==> config.mk <==
export PLATFORM = sky130hd
export DESIGN_NAME = uart_rcvr_flat
export DESIGN_NICKNAME = d
export VERILOG_FILES = /design/src/rtl/uart_pkg.sv /design/src/rtl/uart_rcvr_if.sv /design/src/rtl/uart_rx_sync.sv /design/src/rtl/uart_rcvr.sv /design/src/flat_wrapper.sv
export SDC_FILE = /design/constraint.sdc
export NUM_CORES = 1
export LEC_CHECK = 0
export BUFFER_PORTS_ARGS = -buffer_cell sky130_fd_sc_hd__clkbuf_2
export CORE_ASPECT_RATIO = 0.8
export CORE_MARGIN = 3
export CORE_UTILIZATION = 35
export DETAILED_ROUTE_END_ITERATION = 7
export GPL_ROUTABILITY_DRIVEN = 0
export GPL_TIMING_DRIVEN = 0
export PLACE_DENSITY = 0.61
export SLEW_MARGIN = 20
export SYNTH_ARGS = -nofsm -noshare
export SYNTH_HDL_FRONTEND = slang
export SYNTH_SLANG_ARGS = --single-unit
==> constraint.sdc <==
create_clock -name i_clk -period 3.8 [get_ports i_clk]
set_input_delay 0.38 -clock i_clk [delete_from_list [all_inputs] [get_ports i_clk]]
set_output_delay 0.38 -clock i_clk [all_outputs]
set_load 0.03 [all_outputs]
==> src/rtl/uart_pkg.sv <==
// Shared UART definitions: FSM encodings, default timing and frame width.
// Used by the receiver and the transmit path.
package uart_pkg;

  localparam int unsigned UartClksPerBit = 434;
  localparam int unsigned UartDataW      = 8;

  typedef enum logic [2:0] {
    StIdle   = 3'd0,
    StStart  = 3'd1,
    StData   = 3'd2,
    StParity = 3'd3,
    StStop   = 3'd4,
    StBreak  = 3'd5
  } uart_state_e;

  // Even parity: returns 1 when the byte holds an odd number of ones.
  function automatic logic even_parity(logic [UartDataW-1:0] d);
    return ^d;
  endfunction

endpackage

==> src/rtl/uart_rcvr_if.sv <==
// Receiver result/status bundle: master drives it, slave (consumer) observes it.
interface uart_rcvr_if;
  import uart_pkg::*;

  logic [UartDataW-1:0] o_data;
  logic                 o_data_dv;
  logic                 o_busy;
  logic                 o_frame_err;
  logic                 o_false_start;
  logic                 o_parity_err;

  modport master (
    output o_data,
    output o_data_dv,
    output o_busy,
    output o_frame_err,
    output o_false_start,
    output o_parity_err
  );

  modport slave (
    input o_data,
    input o_data_dv,
    input o_busy,
    input o_frame_err,
    input o_false_start,
    input o_parity_err
  );

endinterface

==> src/rtl/uart_rx_sync.sv <==
// Generic multi-flop synchronizer for an asynchronous input; flops reset to 1
// so an idle-high line never looks like an edge coming out of reset.
module uart_rx_sync #(
  parameter int unsigned SYNC_STAGES = 2
) (
  input  logic i_clk,
  input  logic i_rst,
  input  logic i_d,
  output logic o_q
);

  logic [SYNC_STAGES-1:0] sync_q;
  logic [SYNC_STAGES-1:0] sync_d;

  always_comb begin
    sync_d = {sync_q[SYNC_STAGES-2:0], i_d};
  end

  always_ff @(posedge i_clk or posedge i_rst) begin
    if (i_rst) begin
      sync_q <= '1;
    end else begin
      sync_q <= sync_d;
    end
  end

  assign o_q = sync_q[SYNC_STAGES-1];

endmodule

==> src/rtl/uart_rcvr.sv <==
// UART receiver, 8N1, LSB first, mid-bit sampling with a cycle counter.
// Define UART_RX_PARITY_EN to add an even-parity bit after the data bits.
module uart_rcvr
  import uart_pkg::*;
#(
  parameter int unsigned CLKS_PER_BIT = UartClksPerBit,
  parameter int unsigned SYNC_STAGES  = 2
) (
  input  logic        i_clk,
  input  logic        i_rst,
  input  logic        i_rx,
  uart_rcvr_if.master rx_if
);

  localparam int unsigned CntW = $clog2(CLKS_PER_BIT);
  localparam logic [CntW-1:0] CntBit  = CntW'(CLKS_PER_BIT - 1);
  localparam logic [CntW-1:0] CntHalf = CntW'(CLKS_PER_BIT / 2 - 1);
  localparam logic [2:0]      LastBit = 3'(UartDataW - 1);

  logic rx_s;

  uart_rx_sync #(
    .SYNC_STAGES(SYNC_STAGES)
  ) u_sync (
    .i_clk(i_clk),
    .i_rst(i_rst),
    .i_d  (i_rx),
    .o_q  (rx_s)
  );

  uart_state_e          state_q, state_d;
  logic [CntW-1:0]      cnt_q, cnt_d;
  logic [2:0]           bit_idx_q, bit_idx_d;
  logic [UartDataW-1:0] shreg_q, shreg_d;
  logic [UartDataW-1:0] data_q, data_d;
  logic                 dv_q, dv_d;
  logic                 ferr_q, ferr_d;
  logic                 fs_q, fs_d;
`ifdef UART_RX_PARITY_EN
  logic                 perr_q, perr_d;
  logic                 par_bad_q, par_bad_d;
`endif

  always_comb begin
    state_d   = state_q;
    cnt_d     = cnt_q;
    bit_idx_d = bit_idx_q;
    shreg_d   = shreg_q;
    data_d    = data_q;
    dv_d      = 1'b0;
    ferr_d    = ferr_q;
    fs_d      = 1'b0;
`ifdef UART_RX_PARITY_EN
    perr_d    = perr_q;
    par_bad_d = par_bad_q;
`endif

    unique case (state_q)
      StIdle: begin
        cnt_d = '0;
        if (!rx_s) begin
          state_d = StStart;
        end
      end

      StStart: begin
        if (cnt_q == CntHalf) begin
          cnt_d = '0;
          if (!rx_s) begin
            state_d   = StData;
            bit_idx_d = '0;
          end else begin
            state_d = StIdle;
            fs_d    = 1'b1;
          end
        end else begin
          cnt_d = cnt_q + CntW'(1);
        end
      end

      StData: begin
        if (cnt_q == CntBit) begin
          cnt_d   = '0;
          shreg_d = {rx_s, shreg_q[UartDataW-1:1]};
          if (bit_idx_q == LastBit) begin
`ifdef UART_RX_PARITY_EN
            state_d = StParity;
`else
            state_d = StStop;
`endif
          end
          bit_idx_d = bit_idx_q + 3'd1;
        end else begin
          cnt_d = cnt_q + CntW'(1);
        end
      end

`ifdef UART_RX_PARITY_EN
      StParity: begin
        if (cnt_q == CntBit) begin
          cnt_d     = '0;
          par_bad_d = even_parity(shreg_q) ^ rx_s;
          if (par_bad_d) begin
            perr_d = 1'b1;
          end
          state_d = StStop;
        end else begin
          cnt_d = cnt_q + CntW'(1);
        end
      end
`endif

      // Leaves at mid-stop-bit so a start edge right after the stop bit is caught.
      StStop: begin
        if (cnt_q == CntBit) begin
          cnt_d = '0;
          if (rx_s) begin
            data_d  = shreg_q;
            dv_d    = 1'b1;
            ferr_d  = 1'b0;
`ifdef UART_RX_PARITY_EN
            perr_d  = par_bad_q;
`endif
            state_d = StIdle;
          end else begin
            ferr_d  = 1'b1;
            state_d = StBreak;
          end
        end else begin
          cnt_d = cnt_q + CntW'(1);
        end
      end

      StBreak: begin
        cnt_d = '0;
        if (rx_s) begin
          state_d = StIdle;
        end
      end

      default: begin
        state_d = StIdle;
        cnt_d   = '0;
      end
    endcase
  end

  always_ff @(posedge i_clk or posedge i_rst) begin
    if (i_rst) begin
      state_q   <= StIdle;
      cnt_q     <= '0;
      bit_idx_q <= '0;
      shreg_q   <= '0;
      data_q    <= '0;
      dv_q      <= 1'b0;
      ferr_q    <= 1'b0;
      fs_q      <= 1'b0;
    end else begin
      state_q   <= state_d;
      cnt_q     <= cnt_d;
      bit_idx_q <= bit_idx_d;
      shreg_q   <= shreg_d;
      data_q    <= data_d;
      dv_q      <= dv_d;
      ferr_q    <= ferr_d;
      fs_q      <= fs_d;
    end
  end

`ifdef UART_RX_PARITY_EN
  always_ff @(posedge i_clk or posedge i_rst) begin
    if (i_rst) begin
      perr_q    <= 1'b0;
      par_bad_q <= 1'b0;
    end else begin
      perr_q    <= perr_d;
      par_bad_q <= par_bad_d;
    end
  end

  assign rx_if.o_parity_err = perr_q;
`else
  assign rx_if.o_parity_err = 1'b0;
`endif

  assign rx_if.o_data        = data_q;
  assign rx_if.o_data_dv     = dv_q;
  assign rx_if.o_busy        = (state_q != StIdle);
  assign rx_if.o_frame_err   = ferr_q;
  assign rx_if.o_false_start = fs_q;

endmodule

==> src/flat_wrapper.sv <==
// flat-port wrapper written by rule: the top's interface ports become plain ports
module uart_rcvr_flat import uart_pkg::*;
#(
  parameter int unsigned CLKS_PER_BIT = UartClksPerBit,
  parameter int unsigned SYNC_STAGES  = 2
)
  (i_clk, i_rst, i_rx, rx_if_o_data, rx_if_o_data_dv, rx_if_o_busy, rx_if_o_frame_err, rx_if_o_false_start, rx_if_o_parity_err);
  uart_rcvr_if rx_if_i ();
  input  logic i_clk;
  input  logic i_rst;
  input  logic i_rx;
  output wire logic [$bits(rx_if_i.o_data)-1:0] rx_if_o_data;
  output wire logic [$bits(rx_if_i.o_data_dv)-1:0] rx_if_o_data_dv;
  output wire logic [$bits(rx_if_i.o_busy)-1:0] rx_if_o_busy;
  output wire logic [$bits(rx_if_i.o_frame_err)-1:0] rx_if_o_frame_err;
  output wire logic [$bits(rx_if_i.o_false_start)-1:0] rx_if_o_false_start;
  output wire logic [$bits(rx_if_i.o_parity_err)-1:0] rx_if_o_parity_err;
  assign rx_if_o_data = rx_if_i.o_data;
  assign rx_if_o_data_dv = rx_if_i.o_data_dv;
  assign rx_if_o_busy = rx_if_i.o_busy;
  assign rx_if_o_frame_err = rx_if_i.o_frame_err;
  assign rx_if_o_false_start = rx_if_i.o_false_start;
  assign rx_if_o_parity_err = rx_if_i.o_parity_err;
  uart_rcvr #(.CLKS_PER_BIT(CLKS_PER_BIT), .SYNC_STAGES(SYNC_STAGES)) u_core (.i_clk(i_clk), .i_rst(i_rst), .i_rx(i_rx), .rx_if(rx_if_i));
endmodule
After elaboration in Yosys (flattened, before gate mapping)
Index checks and enable logic that the tools add are counted.
{ "totals": {"reg_bits": 36, "latch_bits": 0, "mem_bits_rw": 0, "rom_bits": 0, "in_bits": 3, "out_inout_bits": 13, "word_cells": 56, "memories": 0} }
{ "op_classes": {"add_sub_neg": 2, "n_mul": 0, "n_div": 0, "order_cmp": 0, "n_eq_ne": 14, "n_shift": 0, "muxes": 22, "n_bitwise": 0, "reduce_logical": 9} }
{ "ops": {"columns": ["cell", "count"], "rows": [
  ["3-bit two-way mux", 10],
  ["9-bit two-way mux", 2],
  ["9-bit case mux with 2 select lines", 1],
  ["3-bit case mux with 5 select lines", 1],
  ["9-bit by 1-bit adder with 9-bit output (second input constant)", 1],
  ["3-bit == test (second input constant)", 3],
  ["9-bit by 8-bit == test with 1-bit output (second input constant)", 1],
  ["9-bit == test (second input constant)", 1],
  ["2-bit by 1-bit inequality test with 1-bit output (second input constant)", 4],
  ["1-bit two-way mux", 6],
  ["2-bit inequality test (second input constant)", 3],
  ["3-bit case mux with 2 select lines", 1],
  ["6-bit AND reduction", 1],
  ["2-bit AND reduction", 2],
  ["4-bit AND reduction", 1],
  ["3-bit by 1-bit adder with 3-bit output (second input constant)", 1],
  ["3-bit by 1-bit == test with 1-bit output (second input constant)", 1],
  ["3-bit by 2-bit == test with 1-bit output (second input constant)", 1],
  ["3-bit zero test", 1],
  ["3-bit AND reduction", 1],
  ["3-bit nonzero test", 1],
  ["2-bit two-way mux", 1],
  ["2-bit nonzero test", 1],
  ["2-bit OR reduction", 1]
]} }

Depth between registers and ports, before layout
Gate-level depths: netlist of run 1.
{ "depth": {"ltp_word": 4, "mapped_depth": 6, "ltp_nobuf": 6} }

Hierarchy
A second synthesis of run 1 with hierarchy kept.
{ "hier_totals": {"hier_cells": 127, "area_unflattened_um2": 1626.6} }
{ "by_module_without_submodules": {"columns": ["module", "instances", "cells_per_inst", "area_per_inst_um2", "seq_area_each_um2"], "rows": [
  ["uart_rcvr", 1, 124, 1570.3, 850.8],
  ["uart_rx_sync", 1, 3, 56.3, 52.6]
]} }

Worst setup path before layout of run 1
No wires, ideal clock.
{ "synth_path": {"kind": "reg-to-reg", "from": "register u_core.cnt_q[6]", "to": "register u_core.data_q[0] (netlist: u_core.rx_if.o_data[0])", "setup_time_ns": 0.125, "arrival_ns": 1.627, "t_required_ns": 3.675, "setup_slack_ns": 2.048, "stages_incl_launch_ff": 6, "n_path_buf": 1, "period_less_slack_ns": 1.752, "path_cell_list": "dfrtp_1 buf_6 or3b_4 nor4_4 nand3_4 mux2_2"} }
{ "synth_via": {"elab_chain_cells": 2} }
{ "synth_rtl": {"columns": ["element", "line", "text"], "rows": [
  ["start: declaration", "uart_rcvr.sv:32", "logic [CntW-1:0] cnt_q, cnt_d;"],
  ["start signal: assignment", "uart_rcvr.sv:160", "cnt_q <= cnt_d;"],
  ["9-bit == test", "uart_rcvr.sv:115", "if (cnt_q == CntBit) begin"],
  ["3-bit AND reduction (no source line)", null, null],
  ["end signal: assignment", "uart_rcvr.sv:163", "data_q <= data_d;"],
  ["end: declaration", "uart_rcvr.sv:35", "logic [UartDataW-1:0] data_q, data_d;"]
]} }
Every way passes these cells.
A chain may end at the register's enable or synchronous reset.

Worst setup path in the final report of run 1
{ "layout_path": {"from": "register u_core.cnt_q[1]", "to": "register u_core.cnt_q[3]"} }
{ "layout_via": {"elab_chain_cells": 3, "elab_cells_between_ends": 6, "cone_classes": "1 x add/sub; 2 x eq/ne; 3 x mux"} }
{ "layout_rtl": {"columns": ["element", "line", "text"], "rows": [
  ["9-bit by 1-bit adder with 9-bit output, or another cell as far along", "uart_rcvr.sv:77, uart_rcvr.sv:94, uart_rcvr.sv:130", null],
  ["9-bit two-way mux, on equally long branches", "uart_rcvr.sv:82, uart_rcvr.sv:115, uart_rcvr.sv:67", null],
  ["9-bit case mux with 2 select lines (*)", "uart_rcvr.sv:58", "unique case (state_q)"],
  ["via u_core.cnt_d[3]", "uart_rcvr.sv:32", null]
]} }
The timed path passes the listed nets; every way through them passes the cells marked *.

==> summary.md, run 1 <==
| Metric | Value |
|---|---|
| Status | finished clean |
| Final setup margin | 1790 ps |
| Layout cell share with drive strength beyond 1 | 32.28% |
| H-tree depth | 2 |
| Worst setup path class | register to register |
| Worst Skew | 6.787 ps |
| Synthesis-stage register bit count | 36 |
| Largest net degree at the start of global routing | 37 |
| Row cnt | 22 |
| Vias in the first global route | 1010 |
| Post-Synth XOR/XNOR Area | 3.611% |
| # setup viols final | 0 |
| Crit path DAT | 2170 ps |
| Period utilization | 52.89% |
| CTS Buf Count | 5 |
| Via Count | 1079 |
| Final Max Tran Viols | 0 |
| Clock buffer depth | 2 |
| Util after Layout | 42.26% |
| Post-Synth Simple-Gate Area | 19.45% |
| EDFF count, synth | 0 |
| Maxcap violations | 0 |
| Final hold vios | 0 |
| Fmax | 497.5 MHz |
| Dpl hpwl | 2.002 mm |
| PortBufs | 14 |
| Slew HR | 50.01% |
| Pin slew with the least headroom to its limit | 748.8 ps |
| GRT overflow | 0 |
| FFs w/ async S/R, synth | 100.0% |
| Tmin final | 2010 ps |
| Worst EP required | 3960 ps |
| Synth unique cells | 41 |
| GRT Overall Usage | 11.42% |
| Mux cell area share after synthesis | 10.61% |
| Postcts setup bufs | 0 |
| IO Pins | 16 |
| # fillers | 455 |
| Drc violations | 0 |
| N_diodes | 0 |
| Hold_ws | 159.1 ps |
| Post-place setup slack | 1791 ps |
| Post-route ant nets | 0 |
| Synth Area in Compound Gates | 6.116% |
| RSZ-0062 raised after global routing | false |
| Clk sinks | 36 |
| # hold bufs at CTS | 0 |
| Core Region | 4624 µm² |
| Final setup TNS | 0 ps |
| Routed WL | 2.976 mm |
| Ys Warns | 0 |
| Hold path cells | 1 |
| Die X | 83.87 µm |
| Final #Nets | 165 |
| Worst-path maximum fanout | 9 |
| Min-Delay Path Class | input port to register |
| Avg WL per Cell | 13.65 µm |
| CTS tree | yes |
| Drt pass-1 iters | 4 |
| Largest family of logic cells by synthesized area | simple AND/OR/NAND/NOR gates |
| Die area | 5728 µm² |
| Worst-case reg-to-reg path depth | 6 |
| Post-CTS Resized | 0 |
| Area of the multi-input gates | 742.0 µm² |
| Power Dens Cells | 376.5 nW/µm² |
| Register area | 903.4 µm² |
| Syn_nets | 144 |
| Adder-Cell Fraction of Synth Area | 3.685% |
| Vias/cell | 4.950 |
| Crit start category | register |
| Clock latency on the worst-skew pair | 300 ps |
| Max VDD drop | 0.1687 mV |
| Clock transition at the registers of the reported paths | 80 ps |
| Worst Setup End Kind | register |
| Post-Syn Area | 1698 µm² |
| Final instance area | 1954 µm² |
| Syn Inst Count | 136 |
| Placed instance area | 1843 µm² |
| Area delta synth->final | 15.11% |
| Initial antenna violation count | 0 |
| Synth Area per Inst | 12.48 µm² |
| Static Leak | 0.9169 nW |
| First-pass GRT wire length | 5.016 mm |
| Chip Height | 68.30 µm |
| Dominant synthesized flop cell | dfrtp_1 |
| Sequential share of the synthesized area | 53.21% |
| 1st-iter DRT viols | 52 |
| CTS root buf | clkbuf_8 |
| Initial core utilization | 36.72% |
-- critical path: stages, from the launching register on --
cell       delay (ps)
dfrtp_1           430
inv_1             100
ha_1              160
nand4b_1          170
nor4_4            490
a2bb2oi_2         410
nor3_1            120
-- sequential cells by signal, indices dropped and copies added (netlist names), 2 cells and up --
register and count:
u_core.cnt_q 9, u_core.state_q 3, u_core.bit_idx_q 3, u_core.u_sync.sync_q 2
u_core.rx_if.o_data 8, u_core.shreg_q 8
-- path summary, 6_finish.rpt --
path                                                        start                                 end  slack [ps]
worst max register to register          u_core.cnt_q[1]$_DFF_PP0_           u_core.cnt_q[3]$_DFF_PP0_        1790
worst min-delay path                                         i_rx   u_core.u_sync.sync_q[0]$_DFF_PP1_         160
worst max-delay path                    u_core.cnt_q[1]$_DFF_PP0_           u_core.cnt_q[3]$_DFF_PP0_        1790
min in group asynchronous                                   i_rst  u_core.rx_if.o_data[5]$_DFFE_PP0P_         190
max in group asynchronous                                   i_rst    u_core.rx_if.o_data_dv$_DFF_PP0_        3130
worst min register to register  u_core.u_sync.sync_q[0]$_DFF_PP1_   u_core.u_sync.sync_q[1]$_DFF_PP1_         360
-- cell families (layout without fill, tap and decap cells) --
group,after synthesis,count (layout)
simple gates,46,46
flops,36,36
mux,16,16
compound gates,14,14
buf+inv,11,33
xor+xnor,7,7
fa+ha+maj,5,5
other cells,1,1
-- layout make-up --
cell class / count / share of cell area (%)
tap: 60 / 3.841
clock inverter: 3 / 2.177
multi-input combinational: 89 / 37.96
timing repair buffer: 14 / 3.585
sequential: 36 / 46.22
clock buffer: 5 / 3.521
buffer: 6 / 1.729
inverter: 5 / 0.9603
-- placed cells by master (no fill, tap or decap), types with 2 or more instances in the layout --
cell type  instances
dfrtp_1           34
mux2_2            16
clkbuf_2          14
nor3_1             8
xor2_1             6
nand3_1            6
ha_1               5
clkbuf_8           5
nor2_1             4
nand2_1            4
a21oi_1            4
inv_1              4
clkbuf_1           3
nand2b_1           3
o21ai_0            3
nor4_4             2
and3_1             2
o21a_1             2
nor3b_1            2
or3_1              2
nand4_1            2
dfstp_2            2
-- metal layers --
layer  global-route usage, %  up-vias  wire length, µm
li1                        -      528                -
met1                   15.24      530             1492
met4                   5.422        0               61
met3                   4.573        6              134
met2                   16.17       15             1287
met5                       0        -                0
-- synthesized netlist by cell type (2+ instances only) --
cell type,instances,area [µm²]
a21oi_1,4,20.02
and3_1,2,12.51
clkbuf_1,3,11.26
dfrtp_1,34,850.8
dfstp_2,2,52.55
ha_1,5,62.56
inv_1,5,18.77
mux2_2,16,180.2
nand2_1,4,15.01
nand2b_1,3,18.77
nand3_1,6,30.03
nand4_1,2,12.51
nor2_1,4,15.01
nor3_1,8,40.04
nor3b_1,2,15.01
nor4_4,2,42.54
o21a_1,2,15.01
o21ai_0,3,15.01
or3_1,2,12.51
xor2_1,6,52.55
-- power breakdown --
group / switching [W] / leakage (nW) / internal, W
logic: 0.00000900 / 0.382 / 0.00000206
clock network: 0.000144 / 0.0541 / 0.000194
registers: 0.00000168 / 0.481 / 0.000385
total: 0.000155 / 0.917 / 0.000581
-- per-stage QoR --
step,std cells,total power [W]
floorplan,136,0.0004016
global placement,210,0.0004048
detailed placement,210,0.0004056
CTS,218,0.0007461
global route,218,0.0007633
finish,218,0.0007358
Power figures use the tool's default switching activity.
==> run 2, diff against run 1 <==
Settings changed: PLACE_DENSITY 0.61 to 0.63.
Clock period 3.8 ns to 1.67 ns, I/O delays scaled along.
==> run 2 against run 1 <==
  * The flow now finishes with violations (hold timing, setup timing)
  * Worst setup slack got worse by 2000 ps
  * Sequential share of layout area fell by 6.2 points
  * Count of clock-buffer cells in the layout rose by 3
  * Critical endpoint is now u_core.state_q[1]$_DFFE_PP0P_
  * Worst hold slack got worse by 170 ps
  * Sequential power rose by 130%
  * Fmax rose by 9.7%
  * Register-to-register slack got worse by 2000 ps
  * Routed wire length rose by 12%
  * Power rose by 110%
  * Via count rose by 8.8%
  * Utilization rose by 6.7 points
  * Combinational power rose by 150%
==> summary.md, run 2 (synthesis gave the netlist of run 1 again) <==
| Metric | Value |
|---|---|
| Status | finished, violations left |
| Failing checks | hold timing, setup timing |
| Worst Skew | 10.58 ps (+3.792 ps) |
| Worst setup path class | register to register |
| Most common cell after layout, fill and taps aside | dfrtp_1 |
| Routed WL | 3.322 mm (+12%) |
| Area delta synth->final | 33.46% |
| Tmin final | 1832 ps (-178.4 ps) |
| Slowest cell on crit path | or4b_4 |
| IO Pins | 16 (unchanged) |
| Final setup TNS | -2080 ps (-2080 ps) |
| Clock latency on the worst-skew pair | 290 ps (about the same) |
| Hold_ws | -15.26 ps (-174.3 ps) |
| Clock transition at the registers of the reported paths | 70 ps (about the same) |
| WP buf/inv | 2 (+1) |
| Fmax | 546.0 MHz (+9.7%) |
| Vias/cell | 5.060 (+2.2%) |
| Static Leak | 1.001 nW (+9.2%) |
| Final hold vios | 34 (+34) |
| # fillers | 424 (-6.8%) |
| GRT Overall Usage | 12.26% (+0.84 points) |
| Area of the multi-input gates | 950.9 µm² (+28%) |
| Crit path DAT | 2050 ps (-120 ps) |
| Via Count | 1174 (+8.8%) |
| Clock buffer depth | 2 (unchanged) |
| Sw frac | 20.48% (-0.56 points) |
| CTS tree | yes |
| Switch Pwr | 0.0003141 W (+100%) |
| CTS Buf Count | 5 (unchanged) |
| Core Region | 4624 µm² (unchanged) |
| Internal | 0.001219 W (+110%) |
| Layout cell share with drive strength beyond 1 | 53.49% (+21 points) |
| GRT overflow | 0 (unchanged) |
| Worst Setup End Kind | register |
| Clk sinks | 36 (unchanged) |
| Register area | 907.1 µm² (+0.42%) |
| RSZ-0062 raised after global routing | true |
| Row cnt | 22 (unchanged) |
| PortBufs | 14 (unchanged) |
| Die X | 83.87 µm (unchanged) |
| 1st-iter DRT viols | 27 (-48%) |
| Post-place setup slack | -348.2 ps (-2140 ps) |
| # setup viols final | 23 (+23) |
| Worst-path maximum fanout | 2 (-7) |
| Avg WL per Cell | 14.32 µm (+4.9%) |
| Max reg flops | 9 (unchanged) |
| Largest net degree at the start of global routing | 37 (unchanged) |
| Final #Nets | 179 (+8.5%) |
| Pin slew with the least headroom to its limit | 730.5 ps (-18.28 ps) |
| Chip Height | 68.30 µm (unchanged) |
| CTS root buf | clkbuf_8 |
| Sequential share of power | 57.5% (+5.0 points) |
| Commonest cells after routing, fill and taps aside | dfrtp_1 (31), clkbuf_2 (15), mux2_2 (14), buf_4 (12), nor3_2 (8) |
| H-tree depth | 2 (unchanged) |
| First-pass GRT wire length | 5.471 mm (+9.1%) |
| Power Dens Cells | 676.8 nW/µm² (+80%) |
| Dpl hpwl | 1.971 mm (-1.5%) |
| Drt pass-1 iters | 4 (unchanged) |
| Die area | 5728 µm² (unchanged) |
| Combinational share of power | 1.8% (+0.3 points) |
| Crit-path cells | inv_2, buf_6, ha_4, and4bb_2, nand4bb_4, or4b_4, a21oi_2 |
| Period utilization | 109.7% (+57 points) |
| Min-Delay Path Class | input port to asynchronous set/reset pin |
| Maxcap violations | 0 (unchanged) |
| Initial antenna violation count | 0 (unchanged) |
| Clk pwr share | 40.8% (-5.2 points) |
| Max incr delay on CP | 550 ps (+60 ps) |
| Final setup margin | -161.5 ps (-1952 ps) |
| Crit start category | register |
| Vias in the first global route | 1159 (+15%) |
| Post-route ant nets | 0 (unchanged) |
| Kind of cell adding the most delay to the critical path | simple AND/OR/NAND/NOR gates |
| Final Max Tran Viols | 0 (unchanged) |
| Drc violations | 0 (unchanged) |
| N_diodes | 0 (unchanged) |
| Initial core utilization | 36.72% (unchanged) |
| Slew HR | 51.23% (+1.2 points) |
| Max VDD drop | 0.3482 mV (+110%) |
| Largest Register | u_core.cnt_q |
| Worst EP required | 1890 ps (-2070 ps) |
[run 2: changes by cell type in the layout (fill, tap and decap cells not counted), moves of 3 or more]
cell | previous run | this run
o21ai_0 | 3 | 0
dfrtp_1 | 34 | 31
buf_6 | 1 | 4
dfrtp_2 | 0 | 3
buf_4 | 1 | 12
nor3_2 | 0 | 8
nor3_1 | 8 | 0
[run 2: final cells by class]
| type | instances | share of cell area, % |
|---|---|---|
| inverter | 5 | 0.8283 |
| tap | 60 | 3.313 |
| buffer | 3 | 0.7178 |
| timing repair buffer | 30 | 9.166 |
| multi-input combinational | 90 | 41.97 |
| sequential | 36 | 40.03 |
| clock buffer | 8 | 3.976 |
[run 2: per-layer routing]
metal  global-route usage (%)  wire length [µm]  vias up
met4                    6.024                68        0
met2                    19.54              1587       15
met3                    2.647                98        9
li1                         -                 -      563
met5                        0                 0        -
met1                    16.07              1567      587
[run 2: worst paths after layout]
check                                               endpoint  cells past startpoint  slack (ps)                               from
max                            u_core.state_q[1]$_DFFE_PP0P_                      7        -160          u_core.cnt_q[1]$_DFF_PP0_
min                          u_core.bit_idx_q[0]$_DFFE_PP0P_                      2         -20                              i_rst
max reg2reg                    u_core.state_q[1]$_DFFE_PP0P_                      7        -160          u_core.cnt_q[1]$_DFF_PP0_
min reg2reg                u_core.u_sync.sync_q[1]$_DFF_PP1_                      0         360  u_core.u_sync.sync_q[0]$_DFF_PP1_
max in group asynchronous          u_core.cnt_q[0]$_DFF_PP0_                      2        1170                              i_rst
min in group i_clk         u_core.u_sync.sync_q[1]$_DFF_PP1_                      0         360  u_core.u_sync.sync_q[0]$_DFF_PP1_
[run 2: metrics by stage]
step           cell area, µm²  utilization (%)  power (W)  cells
2_1_floorplan            1698                -  0.0009139    136
3_3_place_gp             1843            39.85  0.0009211    210
3_5_place_dp             1843            39.85  0.0009226    210
4_1_cts                  2162            46.75   0.001569    230
5_1_grt                  2266            49.00   0.001602    232
6_report                 2266            49.00   0.001533    232
[run 2: timing repair]
item | 4_1_cts | 5_1_grt
hold buffers | 1 | 0
pin swaps | 9 | 15
endpoints found under the hold margin | 1 | 0
setup endpoints to repair | 33 | 35
resized for setup | 25 | 22
buffers inserted | 10 | 6
gates cloned | 1 | 0
[run 2: power by group through the flow]
stage               registers, W  clock network [W]  logic [W]
floorplan               0.000895                  0  0.0000189
detailed placement      0.000896                  0  0.0000262
global placement        0.000896                  0  0.0000249
CTS                     0.000880           0.000660  0.0000282
global route            0.000881           0.000690  0.0000315
finish                  0.000881           0.000625  0.0000274
